--- src/rtl/lcd_pixel_sink.sv ---
// Packs the PPU's 2-bit pixel stream into bytes and writes them to the LCD framebuffer through a small write FIFO.
// Optional feature: define DOUBLE_BUFFER_EN for ping-pong framebuffer banks (FB_ADDR[13] / DISP_BANK).
module lcd_pixel_sink #(
    parameter int WIDTH      = 160,
    parameter int HEIGHT     = 144,
    parameter int FIFO_DEPTH = 8
) (
    input  logic        clk,
    input  logic        rst,
    input  logic [1:0]  PX_OUT,
    input  logic        PX_valid,
    input  logic [1:0]  PPU_MODE,
    output logic        FB_WR,
    output logic [13:0] FB_ADDR,
    output logic [7:0]  FB_DATA,
    input  logic        FB_ACK,
    output logic        FRAME_DONE,
    output logic        DISP_BANK,
    output logic        OVERRUN,
    output logic        LINE_ERR
);
    localparam int AW  = (FIFO_DEPTH > 2) ? $clog2(FIFO_DEPTH) : 1;
    localparam int XW  = $clog2(WIDTH + 1);
    localparam int YW  = $clog2(HEIGHT + 1);
    localparam int BPL = WIDTH / 4;
    localparam logic [XW-1:0] X_LAST    = XW'(WIDTH - 1);
    localparam logic [YW-1:0] Y_END     = YW'(HEIGHT);
    localparam logic [AW:0]   CNT_FULL  = (AW+1)'(FIFO_DEPTH);
    localparam logic [AW:0]   CNT_EMPTY = (AW+1)'(0);

    localparam logic [1:0] ST_RUN   = 2'd0;
    localparam logic [1:0] ST_FLUSH = 2'd1;
    localparam logic [1:0] ST_DONE  = 2'd2;
    localparam logic [1:0] MODE_VBLANK = 2'd1;
    localparam logic [1:0] MODE_HBLANK = 2'd2;

    logic [XW-1:0] x_q, x_d;
    logic [YW-1:0] y_q, y_d;
    logic [5:0]    pack_q, pack_d;
    logic [1:0]    mode_q;
    logic [1:0]    state_q, state_d;
    logic          line_err_q, line_err_d;
    logic          overrun_q;
    logic [AW-1:0] head_q, tail_q;
    logic [AW:0]   count_q, count_d;
    logic [12:0]   mem_addr_q [FIFO_DEPTH];
    logic [7:0]    mem_data_q [FIFO_DEPTH];

    logic          vb_edge_s, hb_edge_s;
    logic          push_s, pop_s, full_s, accept_s, drop_s;
    logic [12:0]   push_addr_s;
    logic [7:0]    push_data_s;
    logic          head_bank_s;

    assign vb_edge_s = (PPU_MODE == MODE_VBLANK) && (mode_q != MODE_VBLANK);
    assign hb_edge_s = (PPU_MODE == MODE_HBLANK) && (mode_q != MODE_HBLANK);

    // Position tracking and packing; mode edges are applied before the pixel of the same cycle.
    always_comb begin
        x_d         = x_q;
        y_d         = y_q;
        pack_d      = pack_q;
        line_err_d  = line_err_q;
        push_s      = 1'b0;
        push_addr_s = 13'h0000;
        push_data_s = 8'h00;
        if (vb_edge_s) begin
            if (y_q != Y_END) begin
                line_err_d = 1'b1;
            end else begin
                line_err_d = line_err_q;
            end
            x_d    = '0;
            y_d    = '0;
            pack_d = 6'h00;
        end else if (hb_edge_s && (x_q != '0)) begin
            line_err_d = 1'b1;
            x_d        = '0;
            pack_d     = 6'h00;
            if (y_q != Y_END) begin
                y_d = y_q + 1'b1;
            end else begin
                y_d = y_q;
            end
        end else begin
            x_d = x_q;
        end
        if (PX_valid) begin
            if (y_d == Y_END) begin
                line_err_d = 1'b1;
            end else begin
                case (x_d[1:0])
                    2'd0:    pack_d[5:4] = PX_OUT;
                    2'd1:    pack_d[3:2] = PX_OUT;
                    2'd2:    pack_d[1:0] = PX_OUT;
                    default: begin
                        push_s      = 1'b1;
                        push_data_s = {pack_d, PX_OUT};
                    end
                endcase
                push_addr_s = 13'(int'(y_d) * BPL + int'(x_d[XW-1:2]));
                if (x_d == X_LAST) begin
                    x_d = '0;
                    y_d = y_d + 1'b1;
                end else begin
                    x_d = x_d + 1'b1;
                end
            end
        end else begin
            push_s = 1'b0;
        end
    end

    // A full FIFO still takes a push when the head leaves on the same edge.
    assign full_s   = (count_q == CNT_FULL);
    assign pop_s    = (count_q != CNT_EMPTY) && FB_ACK;
    assign accept_s = push_s && (!full_s || pop_s);
    assign drop_s   = push_s && full_s && !pop_s;
    assign count_d  = count_q + (AW+1)'(accept_s) - (AW+1)'(pop_s);

    // Frame sequencing: wait for the buffer to drain before announcing the frame.
    always_comb begin
        state_d = state_q;
        case (state_q)
            ST_RUN: begin
                if (vb_edge_s) state_d = ST_FLUSH;
                else           state_d = ST_RUN;
            end
            ST_FLUSH: begin
                if ((count_q == CNT_EMPTY) && !push_s) state_d = ST_DONE;
                else                                   state_d = ST_FLUSH;
            end
            ST_DONE: begin
                if (vb_edge_s) state_d = ST_FLUSH;
                else           state_d = ST_RUN;
            end
            default: state_d = ST_RUN;
        endcase
    end

    // Control and status registers.
    always_ff @(posedge clk) begin
        if (rst) begin
            x_q        <= '0;
            y_q        <= '0;
            pack_q     <= 6'h00;
            mode_q     <= 2'd0;
            state_q    <= ST_RUN;
            line_err_q <= 1'b0;
            overrun_q  <= 1'b0;
            head_q     <= '0;
            tail_q     <= '0;
            count_q    <= CNT_EMPTY;
        end else begin
            x_q        <= x_d;
            y_q        <= y_d;
            pack_q     <= pack_d;
            mode_q     <= PPU_MODE;
            state_q    <= state_d;
            line_err_q <= line_err_d;
            overrun_q  <= overrun_q | drop_s;
            count_q    <= count_d;
            if (accept_s) tail_q <= tail_q + 1'b1;
            if (pop_s)    head_q <= head_q + 1'b1;
        end
    end

    always_ff @(posedge clk) begin
        if (accept_s) begin
            mem_addr_q[tail_q] <= push_addr_s;
            mem_data_q[tail_q] <= push_data_s;
        end
    end

`ifdef DOUBLE_BUFFER_EN
    logic wbank_q, disp_q, push_bank_s;
    logic mem_bank_q [FIFO_DEPTH];

    // Bytes pushed after V_BLANK entry already belong to the next frame's bank.
    assign push_bank_s = (state_q == ST_RUN) ? wbank_q : ~wbank_q;

    always_ff @(posedge clk) begin
        if (rst) begin
            wbank_q <= 1'b0;
            disp_q  <= 1'b0;
        end else if (state_q == ST_DONE) begin
            wbank_q <= ~wbank_q;
            disp_q  <= wbank_q;
        end else begin
            wbank_q <= wbank_q;
            disp_q  <= disp_q;
        end
    end

    always_ff @(posedge clk) begin
        if (accept_s) mem_bank_q[tail_q] <= push_bank_s;
    end

    assign head_bank_s = mem_bank_q[head_q];
    assign DISP_BANK   = disp_q;
`else
    assign head_bank_s = 1'b0;
    assign DISP_BANK   = 1'b0;
`endif

    assign FB_WR      = (count_q != CNT_EMPTY);
    assign FB_ADDR    = FB_WR ? {head_bank_s, mem_addr_q[head_q]} : 14'h0000;
    assign FB_DATA    = FB_WR ? mem_data_q[head_q] : 8'h00;
    assign FRAME_DONE = (state_q == ST_DONE);
    assign OVERRUN    = overrun_q;
    assign LINE_ERR   = line_err_q;
endmodule

--- config.mk ---
export PLATFORM = sky130hd
export DESIGN_NAME = lcd_pixel_sink
export DESIGN_NICKNAME = d
export VERILOG_FILES = /design/src/rtl/lcd_pixel_sink.sv
export SDC_FILE = /design/constraint.sdc
export NUM_CORES = 1
export LEC_CHECK = 0
export CORE_MARGIN = 3
export CORE_UTILIZATION = 60
export DETAILED_ROUTE_END_ITERATION = 8
export GPL_TIMING_DRIVEN = 0
export PLACE_DENSITY_LB_ADDON = 0.05
export SLEW_MARGIN = 5
export SYNTH_ARGS = -nofsm -noshare
export SYNTH_HDL_FRONTEND = slang
export SYNTH_SLANG_ARGS = --single-unit
--- constraint.sdc ---
create_clock -name clk -period 5.1 [get_ports clk]
set_input_delay 0.765 -clock clk [delete_from_list [all_inputs] [get_ports clk]]
set_output_delay 0.765 -clock clk [all_outputs]
set_load 0.02 [all_outputs]
### Yosys cells after proc, flatten, opt, wreduce, memory -nomap -nowiden

Memory sizes are Yosys's and may differ from the RTL's. A register that Yosys moved wholly into a read port is not among the register bits.
Cells that the tools add are included.

* add/subtract/negate cells: 8
* $mul: 1
* eq/ne operators: 12
* multiplexer cells: 42
* bitwise gates (word level): 1
* reductions and logical operators: 19

Operator list (count)
* 2-to-1 mux 8 bit: 15
* 2-to-1 mux 13 bit: 3
* adder 8 x 1 -> 8 bit (second input constant): 3
* 2-to-1 mux 6 bit: 4
* equality test 8 bit (second input constant): 2
* adder 13 x 6 -> 13 bit: 1
* 2-to-1 mux 3 bit: 4
* 2-to-1 mux 1 bit: 11
* multiplier 8 x 3 -> 10 bit (second input constant): 1
* logical AND 1 bit: 8
* 2-to-1 mux 2 bit: 4
* inequality test 8 bit (second input constant): 1
* nonzero test 8 bit: 1
* adder 3 x 1 -> 3 bit (second input constant): 2
* equality test 2 x 1 -> 1 bit (second input constant): 3
* equality test 2 bit (second input constant): 3
* adder 4 x 1 -> 4 bit: 1
* equality test 4 bit (second input constant): 1
* logical NOT 2 bit: 2
* logical NOT 4 bit: 1
* case mux 2 bit (2 select lines): 1
* nonzero test 4 bit: 1
* subtractor 4 x 1 -> 4 bit: 1
* logical NOT 1 bit: 3
* 6 further kinds: 6

* flip-flop bits (word level): 38
* memory bits (writable): 168
* input port bits: 8
* output and inout bits: 27
* memories kept: 2

Memories
* mem_addr_q: depth 8, bits a word 13, rd ports 1, clocked after memory_dff 1, wr ports 1, line 46 `logic [12:0] mem_addr_q [FIFO_DEPTH];`
* mem_data_q: depth 8, bits a word 8, rd ports 1, clocked after memory_dff 1, wr ports 1, line 47 `logic [7:0] mem_data_q [FIFO_DEPTH];`

### Depth between registers and ports, before layout

Gate-level depths: netlist of the first run.

* depth after elaboration: 14
* gate-level depth with buffers: 20

### Worst setup path before layout of the first run

No wires, ideal clock.

* path type: input to register
* from: in PPU_MODE[0]
* to: mem mem_addr_q[4][0] (enable)
* library setup time: 0.430 ns
* data arrival time: 4.219 ns
* required time: 4.670 ns
* path slack: 0.451 ns
* stages: 12
* buffers on the path: 0
* cells stage by stage: and2b_1 -> o211a_4 -> nand2b_1 -> nor2_1 -> a21oi_1 -> nor2_1 -> inv_1 -> ha_1 -> nand4_4 -> o21ai_2 -> or2_1 -> nor3b_1

* word-level cells in the longest chain between the ends: 13
* elaborated cells between the ends (all ways): 20
* classes of those cells: 5 x eq/ne; 9 x mux; 6 x reduce/logical

RTL lines
* from (decl): line 12 `input logic [1:0] PPU_MODE,`
* equality test 2 bit: line 56 `assign hb_edge_s = (PPU_MODE == MODE_HBLANK) && (mode_q != MODE_HBLANK);`
* logical AND 1 bit: line 56
* logical AND 1 bit: line 76 `end else if (hb_edge_s && (x_q != '0)) begin`
* 2-to-1 mux 8 bit: line 76
* 2-to-1 mux 8 bit: line 67 `if (vb_edge_s) begin`
* equality test 2 x 1 -> 1 bit, or another cell as far along: line 92 `case (x_d[1:0])`
* OR reduction 3 bit (no line)
* 2-to-1 mux 1 bit: line 92
* 2-to-1 mux 1 bit (*): line 89 `if (y_d == Y_END) begin`
* 2-to-1 mux 1 bit (*): line 88 `if (PX_valid) begin`
* logical AND 1 bit (*): line 117 `assign accept_s = push_s && (!full_s || pop_s);`
* 2-to-1 mux 1 bit (*): line 169 `if (accept_s) begin`
* 2-to-1 mux 1 bit (implied by the code) (*): line 170 `mem_addr_q[tail_q] <= push_addr_s;`
* to (decl): line 46

Mark *: on every way between the ends. The rest lies on a longest branch, timed or not.

### Worst setup path in the final report of the first run

* from: in PPU_MODE[0]
* to: mem mem_addr_q[3][12] (enable)

The elaborated chain is that of the path after synthesis.

==> reports/qor.csv, run 1 <==
stage,metric,value,unit
route,firstDrtPassIters,4,
route,drc,0,
setup_path,reg2reg_slack,510,ps
power,p_int,3.24,mW
finish,design_area,10900,µm²
synthesis,netlist_area,9450,µm²
clocking,cts_inserted_buffers,22,
timing,finalHoldViolCount,0,
floorplanning,rows,45,
timing,finalWorstSetupSlack,501,ps
worst_hold_path,hold_depth,1,
placed_design,dp_slack,32.9,ps
global_routing,antenna_found_initial,0,
power,leakage,3.84,nW
finish,area_delta_synth_final,15.5,%
setup_path,r2r-end,mem_addr_q[3][12],
power,p_per_area,407,nW/µm²
route,dr_total_vias,5674,
finish,fin_cells,942,
finish,final_util,71.2,%
power,pwr-share-clk,35.3,%
global_routing,grt_first_pass_wirelength,32.2,mm
floorplanning,dieArea,17300,µm²
clocking,cts_tree,built,
route,drt_wl_total,20.3,mm
setup_path,cp_data_required_time,5290,ps
job,maxCapViolCount,0,
route,ant_nets,0,
synthesis,ys_types,62,
synthesis,synthArstFlopShare,0,%
timing,rsz0062_at_grt,no,
placed_design,portBuffers,32,
power,seqPwrFrac,42.2,%
timing,tightestPinTransition,976,ps
finish,final_common_cell,edfxtp_1,
placed_design,gp_congestion,0.866,
power,p_comb_share,22.5,%
power,switching_share,27.0,%
worst_hold_path,hold_path.class,flop to flop,
synthesis,syn_area_per_cell,14.6,µm²
synthesis,netlist_instances,645,
floorplanning,dieHeight,131,µm
status,status,"finished, final reports clean",
timing,max_slew_margin,34.9,%
route,routed_via_density,6.02,
route,drt-initial-drc-count,475,
setup_path,endpoint_kind,flop,
placed_design,dpl.cell_count,902,
setup_path,slowest_stage,nor3b_2,
worst_hold_path,whs_endpoint,pack_q[1],
global_routing,grt_pass1_vias,5812,
floorplanning,core_area,15300,µm²
timing,fin_skew,15.4,ps
timing,fin_crit,4600,ps
clocking,htreeDepth,1,
setup_path,max_stage_delay,710,ps
timing,finalCritPeriodShare,90.2,%
floorplanning,pin_count,35,
finish,layout_common_cells,"168 x edfxtp_1, 72 x nor2_1, 42 x mux4_2",
synthesis,ys_seq_area_share,62.1,%
clocking,clock-sinks,209,
placed_design,hpwl,13.8,mm
setup_path,start_kind,primary input,
clocking,clock_path_buffers,3,
floorplanning,start_util,61.7,%
finish,drive_gt1_share,16.7,%
power,p_sw,1.20,mW
clocking,post_cts_resized,0,
timing,setup_violations,0,
synthesis,yosysWarningCount,0,
setup_path,critical_path.cell_chain,"clkdlybuf4s50_1, and2b_1, o211a_4, nand2b_1, nor2_1, a21oi_1, nor2_1, inv_1, ha_1, and4_4, nand2_2, nand3_1, nor3b_2, buf_4, buf_4",
clocking,cts-root-buf,clkbuf_16,
placed_design,dpl_cell_area,10200,µm²
global_routing,grt_max_degree,22,
setup_path,worstSetupPathType,primary input to flop,
setup_path,worst-path-max-fanout,9,
clocking,clk_latency,500,ps
floorplanning,die_x,131,µm
clocking,postCtsSetupBuffers,0,
synthesis,postSynthRegisterBits,209,
synthesis,synth_edf_count,168,
setup_path,r2r_start,y_q[0],
timing,maxSlewViolCount,0,
setup_path,startpoint,PPU_MODE[0],
finish,final_nets,757,
setup_path,reg2reg_depth,15,
setup_path,cp.arrival,4790,ps
synthesis,synthFlopType,edfxtp_1,
global_routing,grt_overflow,0,
power,vdd_drop_max,0.000341,V
finish,diodes,0,
clocking,holdBufCountCts,0,
route,wire_per_inst,21.6,µm
global_routing,track_usage,23.8,%
clocking,clk_pin_slew,60,ps
timing,fmax,217,MHz
worst_hold_path,hp-start,pack_q[1],
timing,fin_setup_tns,0,ps
-- how the worst max path moves through the flow --
stage / to
finish: mem_addr_q[3][12]
floorplan: mem_addr_q[4][0]
global route: mem_addr_q[5][11]
detailed placement: mem_addr_q[3][8]
CTS: mem_addr_q[1][4]
global placement: mem_addr_q[2][6]
-- synth_stat cells, types with 4 or more instances --
library cell / n / share of area, %
nor2_1: 74 / 2.9
and3_1: 15 / 0.99
dfxtp_1: 41 / 8.7
nor3_1: 9 / 0.48
buf_1: 6 / 0.24
ha_1: 31 / 4.1
a32o_1: 6 / 0.64
nand2_1: 27 / 1.1
xor2_1: 12 / 1.1
buf_4: 5 / 0.40
nand4_1: 4 / 0.26
mux4_2: 42 / 10
nand2b_1: 4 / 0.26
a21oi_1: 17 / 0.90
edfxtp_1: 168 / 53
mux2i_1: 22 / 2.3
clkbuf_1: 18 / 0.72
o31ai_1: 4 / 0.32
nor3b_1: 6 / 0.48
nand3_1: 13 / 0.69
a21o_1: 5 / 0.40
a31oi_1: 4 / 0.26
o21ai_0: 9 / 0.48
and2_1: 5 / 0.33
nor2b_1: 4 / 0.26
xnor2_1: 17 / 1.6
inv_1: 30 / 1.2
-- worst max-delay path, delay by kind of cell --
family          cells  cell delay, ps
simple gates        8            2340
buf+inv             4            1100
compound gates      2             310
fa+ha+maj           1             250
-- per-stage QoR --
step	power [mW]	hold WS (ps)
2_1_floorplan	2.56	434
3_3_place_gp	2.89	446
3_5_place_dp	2.91	453
4_1_cts	4.47	466
5_1_grt	4.62	497
6_report	4.44	466
-- final cells by class --
cell class	instances	area, µm²
Sequential cell	209	5870
Fill cell	1056	4400
Multi-Input combinational cell	376	3370
Buffer	31	138
Timing Repair Buffer	45	440
Clock buffer	32	608
Tap cell	211	264
Clock inverter	8	108
Inverter	30	113
-- power groups by stage --
stage          clock network, mW  registers [mW]  logic (mW)
2_1_floorplan                  0            1.90       0.662
3_3_place_gp                   0            1.91       0.985
3_5_place_dp                   0            1.91        1.00
4_1_cts                     1.59            1.87        1.01
5_1_grt                     1.66            1.88        1.08
6_report                    1.57            1.87       0.996
-- metal layers --
metal	GRT usage, %	vias to the layer above	part of all wire [%]
met5	0	-	0
met3	3.52	39	6.2
met4	6.65	0	2.3
li1	-	2569	-
met1	32.7	2850	42
met2	40.2	216	50
-- kinds of logic (layout without fill, tap and decap cells) --
family | after synthesis | count (layout) | synth area share (%)
flip-flops | 209 | 209 | 62.1
AND/OR/NAND/NOR | 180 | 180 | 9.85
AO/OA/AOI/OAI | 66 | 66 | 5.44
multiplexers | 65 | 65 | 12.5
buffers and inverters | 61 | 146 | 2.65
adder cells (fa/ha/maj) | 34 | 34 | 4.74
XOR/XNOR | 29 | 29 | 2.69
other | 1 | 2 | 0.0397
-- flip-flops by register name, indices dropped and copies added (netlist names), named ones only --
signal / cells
mem_addr_q: 104
mem_data_q: 64
x_q: 8
y_q: 8
pack_q: 6
count_q: 4
head_q: 3
tail_q: 3
mode_q: 2
state_q: 2
LINE_ERR: 1
OVERRUN: 1
No activity file was read; power rests on OpenSTA's default activity.
==> run 2: changes to the inputs <==
CORE_ASPECT_RATIO = 0.9   (was default)
==> run 2 against run 1 <==
Compared with the run above: sequential share of layout area is 0.20 points higher; non-clock buffer count did not move; clock-buffer cell count shrank 6; routed wire length is 1.7% lower; final cell count decreased by 1.5%; critical path type unchanged; critical endpoint is now mem_addr_q[3][11].
==> reports/qor.csv, run 2 (same netlist as run 1, synthesis figures left out) <==
stage,metric,value,unit,change
floorplanning,die_x,138,µm,was 131 µm
placed_design,dpl_cell_area,10200,µm²,about the same
timing,finalHoldViolCount,0,,unchanged
finish,largest_register_ffs,104,,unchanged
global_routing,grt_overflow,0,,unchanged
power,vdd_drop_max,0.000364,V,was 0.000341 V
placed_design,dp_slack,-157,ps,was 32.9 ps
setup_path,cp.arrival,4860,ps,was 4790 ps
worst_hold_path,whs_endpoint,pack_q[5],,was pack_q[1]
floorplanning,rows,42,,was 45
clocking,postCtsSetupBuffers,0,,unchanged
placed_design,portBuffers,32,,unchanged
finish,layout_common_cells,"168 x edfxtp_1, 71 x nor2_1, 42 x mux4_2",,"was 168 x edfxtp_1, 72 x nor2_1, 42 x mux4_2"
timing,tightestPinTransition,1020,ps,was 976 ps
placed_design,dpl.cell_count,889,,was 902
setup_path,worst-path-max-fanout,8,,was 9
worst_hold_path,hold_path.class,flop to flop,,unchanged
clocking,clk_pin_slew,60,ps,about the same
route,ant_nets,0,,unchanged
finish,diodes,0,,unchanged
timing,rsz0062_at_grt,no,,unchanged
timing,finalWorstSetupSlack,457,ps,was 501 ps
clocking,post_cts_resized,0,,unchanged
floorplanning,core_area,15100,µm²,was 15300 µm²
route,wire_per_inst,21.5,µm,was 21.6 µm
finish,regMostFlops,mem_addr_q,,unchanged
timing,fin_setup_tns,0,ps,unchanged
timing,finalCritPeriodShare,91.0,%,was 90.2%
timing,worst_hold_slack,460,ps,was 466 ps
placed_design,gp_congestion,0.858,,was 0.866
route,drt_wl_total,20.0,mm,was 20.3 mm
finish,drive_gt1_share,17.0,%,was 16.7%
route,routed_via_density,6.01,,was 6.02
floorplanning,dieHeight,125,µm,was 131 µm
route,drc,0,,unchanged
setup_path,worstSetupPathType,primary input to flop,,unchanged
timing,fmax,215,MHz,was 217 MHz
route,firstDrtPassIters,6,,was 4
clocking,cts-root-buf,clkbuf_16,,unchanged
power,p_per_area,396,nW/µm²,was 407 nW/µm²
status,status,"finished, final reports clean",,unchanged
finish,final_util,72.1,%,was 71.2%
global_routing,grt_pass1_vias,5634,,was 5812
setup_path,endpoint_kind,flop,,unchanged
global_routing,grt_first_pass_wirelength,31.4,mm,was 32.2 mm
timing,maxSlewViolCount,0,,unchanged
clocking,holdBufCountCts,0,,unchanged
power,leakage,3.83,nW,was 3.84 nW
timing,fin_skew,18.1,ps,was 15.4 ps
setup_path,critical_path.cell_chain,"clkdlybuf4s50_1, and2b_1, o211a_4, nand2b_1, nor2_1, a21oi_1, nor2_1, ha_1, ha_1, inv_1, fa_1, inv_1, a21oi_1, o21bai_1, xor2_1, nand3_1, xnor2_1, nor2_1",,"was clkdlybuf4s50_1, and2b_1, o211a_4, nand2b_1, nor2_1, a21oi_1, nor2_1, inv_1, ha_1, and4_4, nand2_2, nand3_1, nor3b_2, buf_4, buf_4"
finish,fin_cells,928,,was 942
floorplanning,pin_count,35,,unchanged
setup_path,slowest_stage,clkdlybuf4s50_1,,was nor3b_2
job,maxCapViolCount,0,,unchanged
setup_path,cp_data_required_time,5320,ps,was 5290 ps
timing,max_slew_margin,32.3,%,was 34.9%
clocking,htreeDepth,1,,unchanged
worst_hold_path,hp-start,pack_q[5],,was pack_q[1]
power,total_power,4.31,mW,was 4.44 mW
setup_path,r2r_start,x_q[1],,was y_q[0]
setup_path,reg2reg_depth,14,,was 15
timing,fin_crit,4640,ps,was 4600 ps
floorplanning,dieArea,17300,µm²,about the same
finish,final_nets,757,,unchanged
clocking,cts_tree,built,,unchanged
timing,setup_violations,0,,unchanged
clocking,cts_inserted_buffers,22,,unchanged
setup_path,crit_top_cell,nor2_1,,
finish,final_common_cell,edfxtp_1,,unchanged
floorplanning,start_util,62.6,%,was 61.7%
route,dr_total_vias,5573,,was 5674
worst_hold_path,hold_depth,1,,unchanged
global_routing,antenna_found_initial,0,,unchanged
setup_path,start_kind,primary input,,unchanged
finish,largestRegisters,"mem_addr_q (104), mem_data_q (64)",,unchanged
global_routing,grt_max_degree,22,,unchanged
setup_path,max_stage_delay,450,ps,was 710 ps
placed_design,hpwl,13.7,mm,was 13.8 mm
setup_path,r2r-end,mem_addr_q[2][8],,was mem_addr_q[3][12]
clocking,clk_latency,500,ps,about the same
finish,area_delta_synth_final,15.1,%,was 15.5%
setup_path,reg2reg_slack,470,ps,was 510 ps
finish,design_area,10900,µm²,about the same
route,drt-initial-drc-count,508,,was 475
clocking,clock_path_buffers,3,,unchanged
global_routing,track_usage,23.3,%,was 23.8%
clocking,clock-sinks,209,,unchanged
-- run 2: how the worst max path moves through the flow --
stage	startpoint	to	slack (ps)	cells after the start
after CTS	PPU_MODE[0]	mem_addr_q[6][12]	290	19
after detailed placement	PPU_MODE[0]	mem_addr_q[4][12]	-160	19
after floorplan	PPU_MODE[0]	mem_addr_q[4][0]	450	12
final	PPU_MODE[0]	mem_addr_q[3][11]	460	18
after global routing	PPU_MODE[0]	mem_addr_q[3][11]	80	18
after global placement	PPU_MODE[0]	mem_addr_q[4][7]	-2060	13
-- run 2: cell type report --
cell class              instances  area [µm²]
plain buffers                  31         138
clock buffers                  26         576
clock inverters                13        86.3
fillers                       968        4210
inverters                      30         113
multi-input cells             376        3380
flip-flops and latches        209        5870
well taps                     198         248
repair buffers                 45         463
-- run 2: critical path: cells and delay by family --
family	cells	cell delay, ps
xor+xnor	2	520
buf+inv	3	570
fa+ha+maj	3	800
compound gates	4	580
simple gates	6	1620
-- run 2: where the power goes --
part	internal (mW)	switching, mW
clock	0.813	0.632
sequential	1.85	0.0188
combinational	0.451	0.544
total	3.12	1.19
-- run 2: per-layer routing --
layer | global-route usage (%) | wire length [µm]
met5 | 0 | 0
met3 | 2.79 | 1210
met1 | 33.4 | 8470
met2 | 38.4 | 9820
met4 | 6.86 | 462
